<file path="config.mk">
export PLATFORM = sky130hd
export DESIGN_NAME = pc_gen
export DESIGN_NICKNAME = d
export VERILOG_FILES = /design/src/rtl/pc_gen.sv
export SDC_FILE = /design/constraint.sdc
export NUM_CORES = 1
export LEC_CHECK = 0
export CORE_UTILIZATION = 42
export CTS_BUF_LIST = sky130_fd_sc_hd__clkbuf_16
export DETAILED_ROUTE_END_ITERATION = 8
export PLACE_DENSITY_LB_ADDON = 0.05
export SLEW_MARGIN = 20
export SYNTH_ARGS = -nofsm -noshare
export SYNTH_HDL_FRONTEND = slang
export SYNTH_SLANG_ARGS = --single-unit
</file>
<file path="constraint.sdc">
create_clock -name clk -period 2.2 [get_ports clk]
set_input_delay 0.44 -clock clk [delete_from_list [all_inputs] [get_ports clk]]
set_output_delay 0.44 -clock clk [all_outputs]
set_load 0.005 [all_outputs]
</file>
<file path="src/rtl/pc_gen.sv">
// pc_gen: fetch-address generator at the head of the IF stage.
//
// Selects the next fetch address by priority:
//   flush > branch > pending branch > PC+INC.
// It drives a request handshake to instruction memory. A branch that arrives
// while fetch cannot advance is latched so that it is not lost. A redirect
// target that is not word-aligned is trapped to EXC_VEC.
//
// Ports
//   clk             rising-edge clock
//   rst             asynchronous reset, active-low
//   stall           pipeline stall vector; only bit 0 (PC stage) is used
//   flush_i         exception/eret flush, highest priority
//   flushAddr_i     flush target
//   branchEnable_i  branch/jump taken (single-cycle pulse)
//   branchAddr_i    branch target
//   if_ack_i        imem accepted the request for pc_o this cycle
//   pc_o            current fetch address (registered)
//   if_req_o        fetch request valid for pc_o (registered, high only in RUN)
//   pending_o       a branch is latched and not yet applied (registered)
//   addrErr_o       one-cycle pulse: a misaligned target was trapped (registered)
module pc_gen #(
  parameter int unsigned        ADDR_W    = 32,
  parameter logic [ADDR_W-1:0]  RESET_VEC = 32'h80000000,
  parameter logic [ADDR_W-1:0]  EXC_VEC   = 32'h80001180,
  parameter int unsigned        INC       = 4,
  parameter int unsigned        STALL_W   = 6
) (
  input  logic               clk,
  input  logic               rst,
  input  logic [STALL_W-1:0] stall,
  input  logic               flush_i,
  input  logic [ADDR_W-1:0]  flushAddr_i,
  input  logic               branchEnable_i,
  input  logic [ADDR_W-1:0]  branchAddr_i,
  input  logic               if_ack_i,
  output logic [ADDR_W-1:0]  pc_o,
  output logic               if_req_o,
  output logic               pending_o,
  output logic               addrErr_o
);

  localparam logic [ADDR_W-1:0] INC_V = ADDR_W'(INC);

  typedef enum logic [1:0] {
    ST_BOOT = 2'd0,
    ST_RUN  = 2'd1,
    ST_HOLD = 2'd2
  } state_t;

  state_t              state_q, state_d;
  logic [ADDR_W-1:0]   pc_q, pc_d;
  logic [ADDR_W-1:0]   pend_addr_q, pend_addr_d;
  logic                pending_q, pending_d;
  logic                addr_err_q, addr_err_d;
  logic                if_req_q, if_req_d;

  logic                stall_pc;
  logic                adv;
  logic                load;
  logic [ADDR_W-1:0]   target;

  assign stall_pc = stall[0];

  // Only the PC-stage stall bit matters here; the rest are deliberately ignored.
  generate
    if (STALL_W > 1) begin : g_unused_stall
      logic unused_stall;
      assign unused_stall = ^stall[STALL_W-1:1];
    end
  endgenerate

  // Fetch advances only when the request is out, not stalled, and accepted.
  assign adv = (state_q == ST_RUN) && !stall_pc && if_ack_i;

  always_comb begin
    state_d     = state_q;
    pc_d        = pc_q;
    pend_addr_d = pend_addr_q;
    pending_d   = pending_q;
    addr_err_d  = 1'b0;
    load        = 1'b0;
    target      = pc_q;

    // Request state machine. A flush does not alter these transitions.
    unique case (state_q)
      ST_BOOT: state_d = ST_RUN;
      ST_RUN:  state_d = stall_pc ? ST_HOLD : ST_RUN;
      ST_HOLD: state_d = stall_pc ? ST_HOLD : ST_RUN;
      default: state_d = ST_BOOT;
    endcase
    if_req_d = (state_d == ST_RUN);

    // Next-PC priority chain
    if (flush_i) begin
      // A branch in the same cycle is dropped, not latched.
      load      = 1'b1;
      target    = flushAddr_i;
      pending_d = 1'b0;
    end else if (branchEnable_i && adv) begin
      load      = 1'b1;
      target    = branchAddr_i;
      pending_d = 1'b0;
    end else if (branchEnable_i) begin
      // Newest branch wins; alignment is checked only when it is applied.
      pend_addr_d = branchAddr_i;
      pending_d   = 1'b1;
    end else if (pending_q && adv) begin
      load      = 1'b1;
      target    = pend_addr_q;
      pending_d = 1'b0;
    end else if (adv) begin
      pc_d = pc_q + INC_V;  // wraps modulo 2^ADDR_W silently
    end

    // A redirect target must be word-aligned; otherwise trap to EXC_VEC.
    if (load) begin
      if (target[1:0] != 2'b00) begin
        pc_d       = EXC_VEC;
        addr_err_d = 1'b1;
      end else begin
        pc_d = target;
      end
    end
  end

  always_ff @(posedge clk or negedge rst) begin
    if (!rst) begin
      state_q     <= ST_BOOT;
      pc_q        <= RESET_VEC;
      pend_addr_q <= '0;
      pending_q   <= 1'b0;
      addr_err_q  <= 1'b0;
      if_req_q    <= 1'b0;
    end else begin
      state_q     <= state_d;
      pc_q        <= pc_d;
      pend_addr_q <= pend_addr_d;
      pending_q   <= pending_d;
      addr_err_q  <= addr_err_d;
      if_req_q    <= if_req_d;
    end
  end

  assign pc_o      = pc_q;
  assign if_req_o  = if_req_q;
  assign pending_o = pending_q;
  assign addrErr_o = addr_err_q;

endmodule

</file>
==> reports/metrics.csv, run 1 <==
metric;value;unit
largest net degree at the start of global routing;70;
post_cts resized;0;
DRT Pass-1 Iters;4;
CTS buffer count;9;
Vias;3938;
Crit. End Element;flop;
first-pass GRT wire length;19.3;mm
CTS H-tree lvls;3;
Seq/Total Area, Yosys;43.2;%
Min Hold Slack;0.120;ns
final worst setup slack;0.140;ns
area growth from synthesis to layout;46.3;%
GRT overflow;0;
synthesized area per cell;9.95;µm²
Post-synth EDFFs;0;
die area;9920;µm²
cell taking the most area after synthesis;dfrtp_1;
Synthesized Nets;481;
max_slew headroom;68.4;%
max-slew violations;0;
clock buffer depth;2;
Logic pwr share;26.2;%
Max IR drop VDD;466;µV
Max stage delay on crit path;0.61;ns
sequential cell area;1730;µm²
Total Power;4.67;mW
internal power;3.35;mW
port bufs;104;
vias in the first global route;3694;
DR iter-0 viols;288;
top post-synthesis cells by area;dfrtp_1 43%, mux2_2 7.6%, a221o_1 4.8%, o21ai_0 3.5%, o211ai_1 3.2%;
CP max-delay cell;clkdlybuf4s50_1;
CTS tree;done;
Root Buffer;clkbuf_16;
setup bufs post-CTS;0;
unrepaired setup endpoints after global routing;false;
setup tns final;0;ns
cts hold-fix bufs;0;
Post-Synthesis Cells;402;
HPWL after detailed placement;9.03;mm
Worst Clk Skew;0.00398;ns
fmax;485;MHz
top_reg_cell synth;dfrtp_1;
GRT Overall Usage;25.4;%
Hold Fails Final Rpt;0;
reg-to-reg critical path endpoint;pc_o[9];
YS warnings;0;
fin crit period;2.06;ns
data arrival time of the worst path;2.27;ns
Sw Share;28.3;%
run status;finished, final reports clean;
Final nets;618;
DRT Wirelength;12.2;mm
Max-Cap Viols;0;
per-cell routed wire length;18.1;µm
LEAKAGE;2.40;nW
Final Setup Violations;0;
Initial Util;43.3;%
worst hold path type;in -> async;
Final ANT Viol Nets;0;
Placer Congestion;0.831;
layout cell share with drive strength beyond 1;19.5;%
most numerous cell in the Yosys netlist;dfrtp_1;
Tightest Pin Transition;0.470;ns
Switch Pwr;1.32;mW
Clock Latency Late Sink;0.33;ns
R2R Setup Slk;0.20;ns
core region area;9240;µm²
clock transition at the registers of the reported paths;0.06;ns
Layout fillers;800;
pre-CTS setup slack;-0.190;ns
sequential share of power;38.2;%
CP Max Fanout;15;
Yosys reg bits;69;
std cell rows;35;
die width;99.6;µm
worst path required time;2.41;ns
Critical Path Source Type;input pin;
initial antenna violation count;0;
multi-input logic area;2120;µm²
PwrDens;798;nW/µm²
Cell variety after synth;64;
Clock Power Share;35.6;%
DIE HEIGHT;99.6;µm
R2R cell count;8;
DR vias/cell;5.85;
io pins;110;
Antenna Cells;0;
CP cell instances;clkdlybuf4s50_1 > and4b_1 > a21oi_1 > o31ai_2 > buf_12 > o211ai_1 > o311ai_0;
Final Cycle Share;93.7;%
Synth top area share;42.6;%
most frequent cells after synthesis;68 x dfrtp_1, 28 x o21ai_0, 27 x mux2_2;
residual DRC count;0;
TritonCTS Sinks;69;
critical path type;in -> reg;
ys async rst share;100;%
worst r2r src;state_q[1];
synthesized cell area;4000;µm²
## sequential cells by signal, summed over array words and instances, names as in the netlist
signal / cells
pc_o: 32
pend_addr_q: 32
state_q: 2
addrErr_o: 1
if_req_o: 1
pending_o: 1
## cells by family (layout without fill, tap and decap cells)
| kind of cell | count (synthesis) | count (layout) | share of synthesized area, % |
|---|---|---|---|
| AO/OA/AOI/OAI | 133 | 133 | 24.3 |
| XOR/XNOR | 1 | 1 | 0.219 |
| adder cells (fa/ha/maj) | 4 | 4 | 1.25 |
| buffers and inverters | 36 | 178 | 3.66 |
| flip-flops | 69 | 69 | 43.2 |
| multiplexers | 33 | 33 | 9.26 |
| AND/OR/NAND/NOR | 126 | 126 | 18.1 |
## critical path, delay by kind of cell
kind                   cells  cell delay (ns)
buffers and inverters      2             0.80
AND/OR/NAND/NOR            1             0.32
AO/OA/AOI/OAI              4             0.70
## worst max-delay path by stage
stage / start / endpoint / slack, ns / cells after the start
final: branchEnable_i / pc_o[19] / 0.14 / 7
after detailed placement: branchEnable_i / pc_o[19] / -0.19 / 7
after CTS: branchEnable_i / pc_o[19] / 0.14 / 7
after global routing: branchEnable_i / pc_o[5] / 0.05 / 7
after floorplan: state_q[1] / pc_o[16] / 0.31 / 9
after global placement: branchEnable_i / pc_o[19] / -0.16 / 7
## cell type report
| class | instances | area share [%] |
|---|---|---|
| flip-flops and latches | 69 | 29.5 |
| multi-input cells | 297 | 36.3 |
| inverters | 10 | 0.642 |
| repair buffers | 152 | 24.9 |
| clock inverters | 7 | 1.97 |
| clock buffers | 9 | 3.85 |
| well taps | 129 | 2.76 |
## metal layers
| metal | GRT usage, % | up-vias | wire length [µm] |
|---|---|---|---|
| met5 | 0 | - | 0 |
| met4 | 5.20 | 0 | 99 |
| met3 | 3.94 | 11 | 624 |
| met2 | 39.4 | 129 | 5620 |
| met1 | 37.7 | 1943 | 5850 |
| li1 | - | 1855 | - |
## power by group through the flow
stage	clock, mW	sequential (mW)	combinational (mW)
after floorplan	0	1.75	0.583
after global placement	0	1.79	1.20
after detailed placement	0	1.80	1.22
after CTS	1.69	1.78	1.23
after global routing	1.75	1.82	1.34
final	1.66	1.78	1.22
## metrics by stage
stage | instance area (µm²) | utilization (%) | std cells
finish | 5850 | 63.3 | 673
global placement | 5510 | 59.6 | 657
detailed placement | 5510 | 59.6 | 657
global route | 5850 | 63.3 | 673
CTS | 5850 | 63.3 | 673
floorplan | 4000 | - | 402
## layout by cell type, fill, tap and decap left out, types with 8 or more instances in the layout
master	netlist	layout
clkbuf_16	0	9
mux2_2	27	27
nand3_1	22	22
o211ai_1	17	17
buf_4	0	43
nor2_1	26	26
inv_1	9	10
clkdlybuf4s50_1	0	103
a221o_1	19	19
nand4_1	8	8
dfrtp_1	68	68
o21ai_0	28	28
nand2_1	23	23
a21oi_1	16	16
No activity file was read; power rests on OpenSTA's default activity.
==> inputs of run 2 (changes only) <==
--- a/config.mk
+++ b/config.mk
@@ -8,7 +8,7 @@
 export CORE_UTILIZATION = 42
 export CTS_BUF_LIST = sky130_fd_sc_hd__clkbuf_16
 export DETAILED_ROUTE_END_ITERATION = 8
-export PLACE_DENSITY_LB_ADDON = 0.05
+export PLACE_DENSITY = 0.71
 export SLEW_MARGIN = 20
 export SYNTH_ARGS = -nofsm -noshare
 export SYNTH_HDL_FRONTEND = slang
==> run 2 against run 1 <==
- clock power decreased by 5%
- worst setup slack lost 0.044 ns
- via count about the same
- first-iteration DRC count decreased by 6.3%
- sequential power barely moved
==> reports/metrics.csv, run 2 (same netlist as run 1, synthesis figures left out) <==
metric;value;unit;change
Total Power;4.57;mW;was 4.67 mW
Final nets;619;;was 618
largest net degree at the start of global routing;33;;was 70
Tightest Pin Transition;0.563;ns;was 0.470 ns
post_cts resized;0;;unchanged
Placer Congestion;0.856;;was 0.831
Final ANT Viol Nets;0;;unchanged
CTS tree;done;;unchanged
DR vias/cell;5.84;;was 5.85
Clock Latency Late Sink;0.34;ns;was 0.33 ns
CTS H-tree lvls;3;;unchanged
clock transition at the registers of the reported paths;0.06;ns;about the same
Critical Path Source Type;flop;;was input pin
DIE HEIGHT;99.6;µm;unchanged
DR iter-0 viols;270;;was 288
Min Hold Slack;0.0861;ns;was 0.120 ns
run status;finished, final reports clean;;unchanged
fmax;475;MHz;was 485 MHz
Max IR drop VDD;429;µV;was 466 µV
critical path type;reg -> reg;;was in -> reg
per-cell routed wire length;18.5;µm;was 18.1 µm
LEAKAGE;2.38;nW;was 2.40 nW
residual DRC count;0;;unchanged
CP Max Fanout;7;;was 15
worst hold path type;in -> async;;unchanged
max_slew headroom;62.5;%;was 68.4%
Sw Share;29.6;%;was 28.3%
most common cell after layout, fill and taps aside;clkdlybuf4s50_1;;unchanged
detailed-routed wire length on met2;5.94;mm;was 5.62 mm
Antenna Cells;0;;unchanged
Initial Util;43.3;%;unchanged
reg-to-reg critical path endpoint;pc_o[5];;was pc_o[9]
core region area;9240;µm²;unchanged
Switch Pwr;1.35;mW;was 1.32 mW
max-slew violations;0;;unchanged
commonest non-fill, non-tap cells in the layout;103 x clkdlybuf4s50_1, 68 x dfrtp_1, 46 x buf_4;;was 103 x clkdlybuf4s50_1, 68 x dfrtp_1, 43 x buf_4
Worst Clk Skew;0.00758;ns;was 0.00398 ns
met3 wire length;586;µm;was 624 µm
Crit. End Element;flop;;unchanged
Max-Cap Viols;0;;unchanged
Met1 Wirelength;5.77;mm;was 5.85 mm
Logic pwr share;26.4;%;was 26.2%
worst r2r src;state_q[0];;was state_q[1]
layout cell share with drive strength beyond 1;19.6;%;was 19.5%
GRT overflow;0;;unchanged
Final Core Density;62.9;%;was 63.3%
PwrDens;787;nW/µm²;was 798 nW/µm²
worst setup path start;state_q[0];;was branchEnable_i
multi-input logic area;2120;µm²;unchanged
port bufs;104;;unchanged
std cell rows;35;;unchanged
cts hold-fix bufs;0;;unchanged
pre-CTS setup slack;-0.165;ns;was -0.190 ns
worst path required time;2.41;ns;about the same
Final Setup Violations;0;;unchanged
die area;9920;µm²;unchanged
first-pass GRT wire length;19.9;mm;was 19.3 mm
setup bufs post-CTS;0;;unchanged
Hold Fails Final Rpt;0;;unchanged
die width;99.6;µm;unchanged
GRT Overall Usage;26.1;%;was 25.4%
sequential share of power;39.2;%;was 38.2%
fin crit period;2.10;ns;was 2.06 ns
Vias;3937;;was 3938
data arrival time of the worst path;2.32;ns;was 2.27 ns
TritonCTS Sinks;69;;unchanged
Clock Power Share;34.4;%;was 35.6%
DRT Pass-1 Iters;5;;was 4
top layer reached by signal wires;met4;;unchanged
crit path capture;pc_o[5];;was pc_o[19]
Root Buffer;clkbuf_16;;unchanged
CTS buffer count;9;;unchanged
R2R Setup Slk;0.1;ns;was 0.20 ns
clock buffer depth;2;;unchanged
HPWL after detailed placement;9.43;mm;was 9.03 mm
DRT Wirelength;12.5;mm;was 12.2 mm
io pins;110;;unchanged
initial antenna violation count;0;;unchanged
vias in the first global route;3769;;was 3694
unrepaired setup endpoints after global routing;false;;unchanged
final worst setup slack;0.0955;ns;was 0.140 ns
internal power;3.22;mW;was 3.35 mW
sequential cell area;1730;µm²;unchanged
Layout fillers;775;;was 800
R2R cell count;7;;was 8
area growth from synthesis to layout;45.2;%;was 46.3%
Final Cycle Share;95.7;%;was 93.7%
[run 2: how the worst min path moves through the flow]
stage	end	slack, ns	depth (start not counted)	startpoint
3_3_place_gp	pc_o[29]	0.45	1	rst
5_1_grt	pc_o[29]	0.13	1	rst
3_5_place_dp	pc_o[27]	0.46	1	rst
2_1_floorplan	addrErr_o	0.14	0	rst
4_1_cts	pc_o[27]	0.11	1	rst
6_report	pc_o[29]	0.09	1	rst
[run 2: power groups by stage]
stage          Combinational (mW)  Sequential [mW]  Clock, mW
5_1_grt                      1.33             1.82       1.62
4_1_cts                      1.21             1.78       1.57
3_5_place_dp                 1.21             1.80          0
2_1_floorplan               0.583             1.75          0
6_report                     1.21             1.79       1.57
3_3_place_gp                 1.18             1.78          0
[run 2: through the flow]
| step | setup TNS [ns] | cell area [µm²] | instances |
|---|---|---|---|
| finish | 0 | 5810 | 674 |
| global route | 0 | 5810 | 674 |
| CTS | 0 | 5810 | 674 |
| detailed placement | -1.65 | 5490 | 658 |
| global placement | -1.62 | 5490 | 658 |
| floorplan | 0 | 4000 | 402 |
[run 2: cell type report]
| type | count | share of cell area (%) |
|---|---|---|
| multi-input combinational | 297 | 36.6 |
| sequential | 69 | 29.8 |
| timing repair buffer | 153 | 24.8 |
| clock buffer | 9 | 3.88 |
| tap | 129 | 2.78 |
| clock inverter | 7 | 1.55 |
| inverter | 10 | 0.646 |
[run 2: metal layers]
metal | track usage, % | vias to the layer above
met5 | 0 | -
met4 | 7.24 | 0
met3 | 3.37 | 17
met2 | 41.7 | 127
met1 | 37.3 | 1935
li1 | - | 1858
[run 2: critical path, cell delays in order (launching register included)]
cell	delay, ns
dfrtp_1	0.40
ha_1	0.26
and4b_1	0.26
a21oi_1	0.30
o31ai_2	0.11
buf_4	0.17
a221oi_1	0.36
o21ai_0	0.12
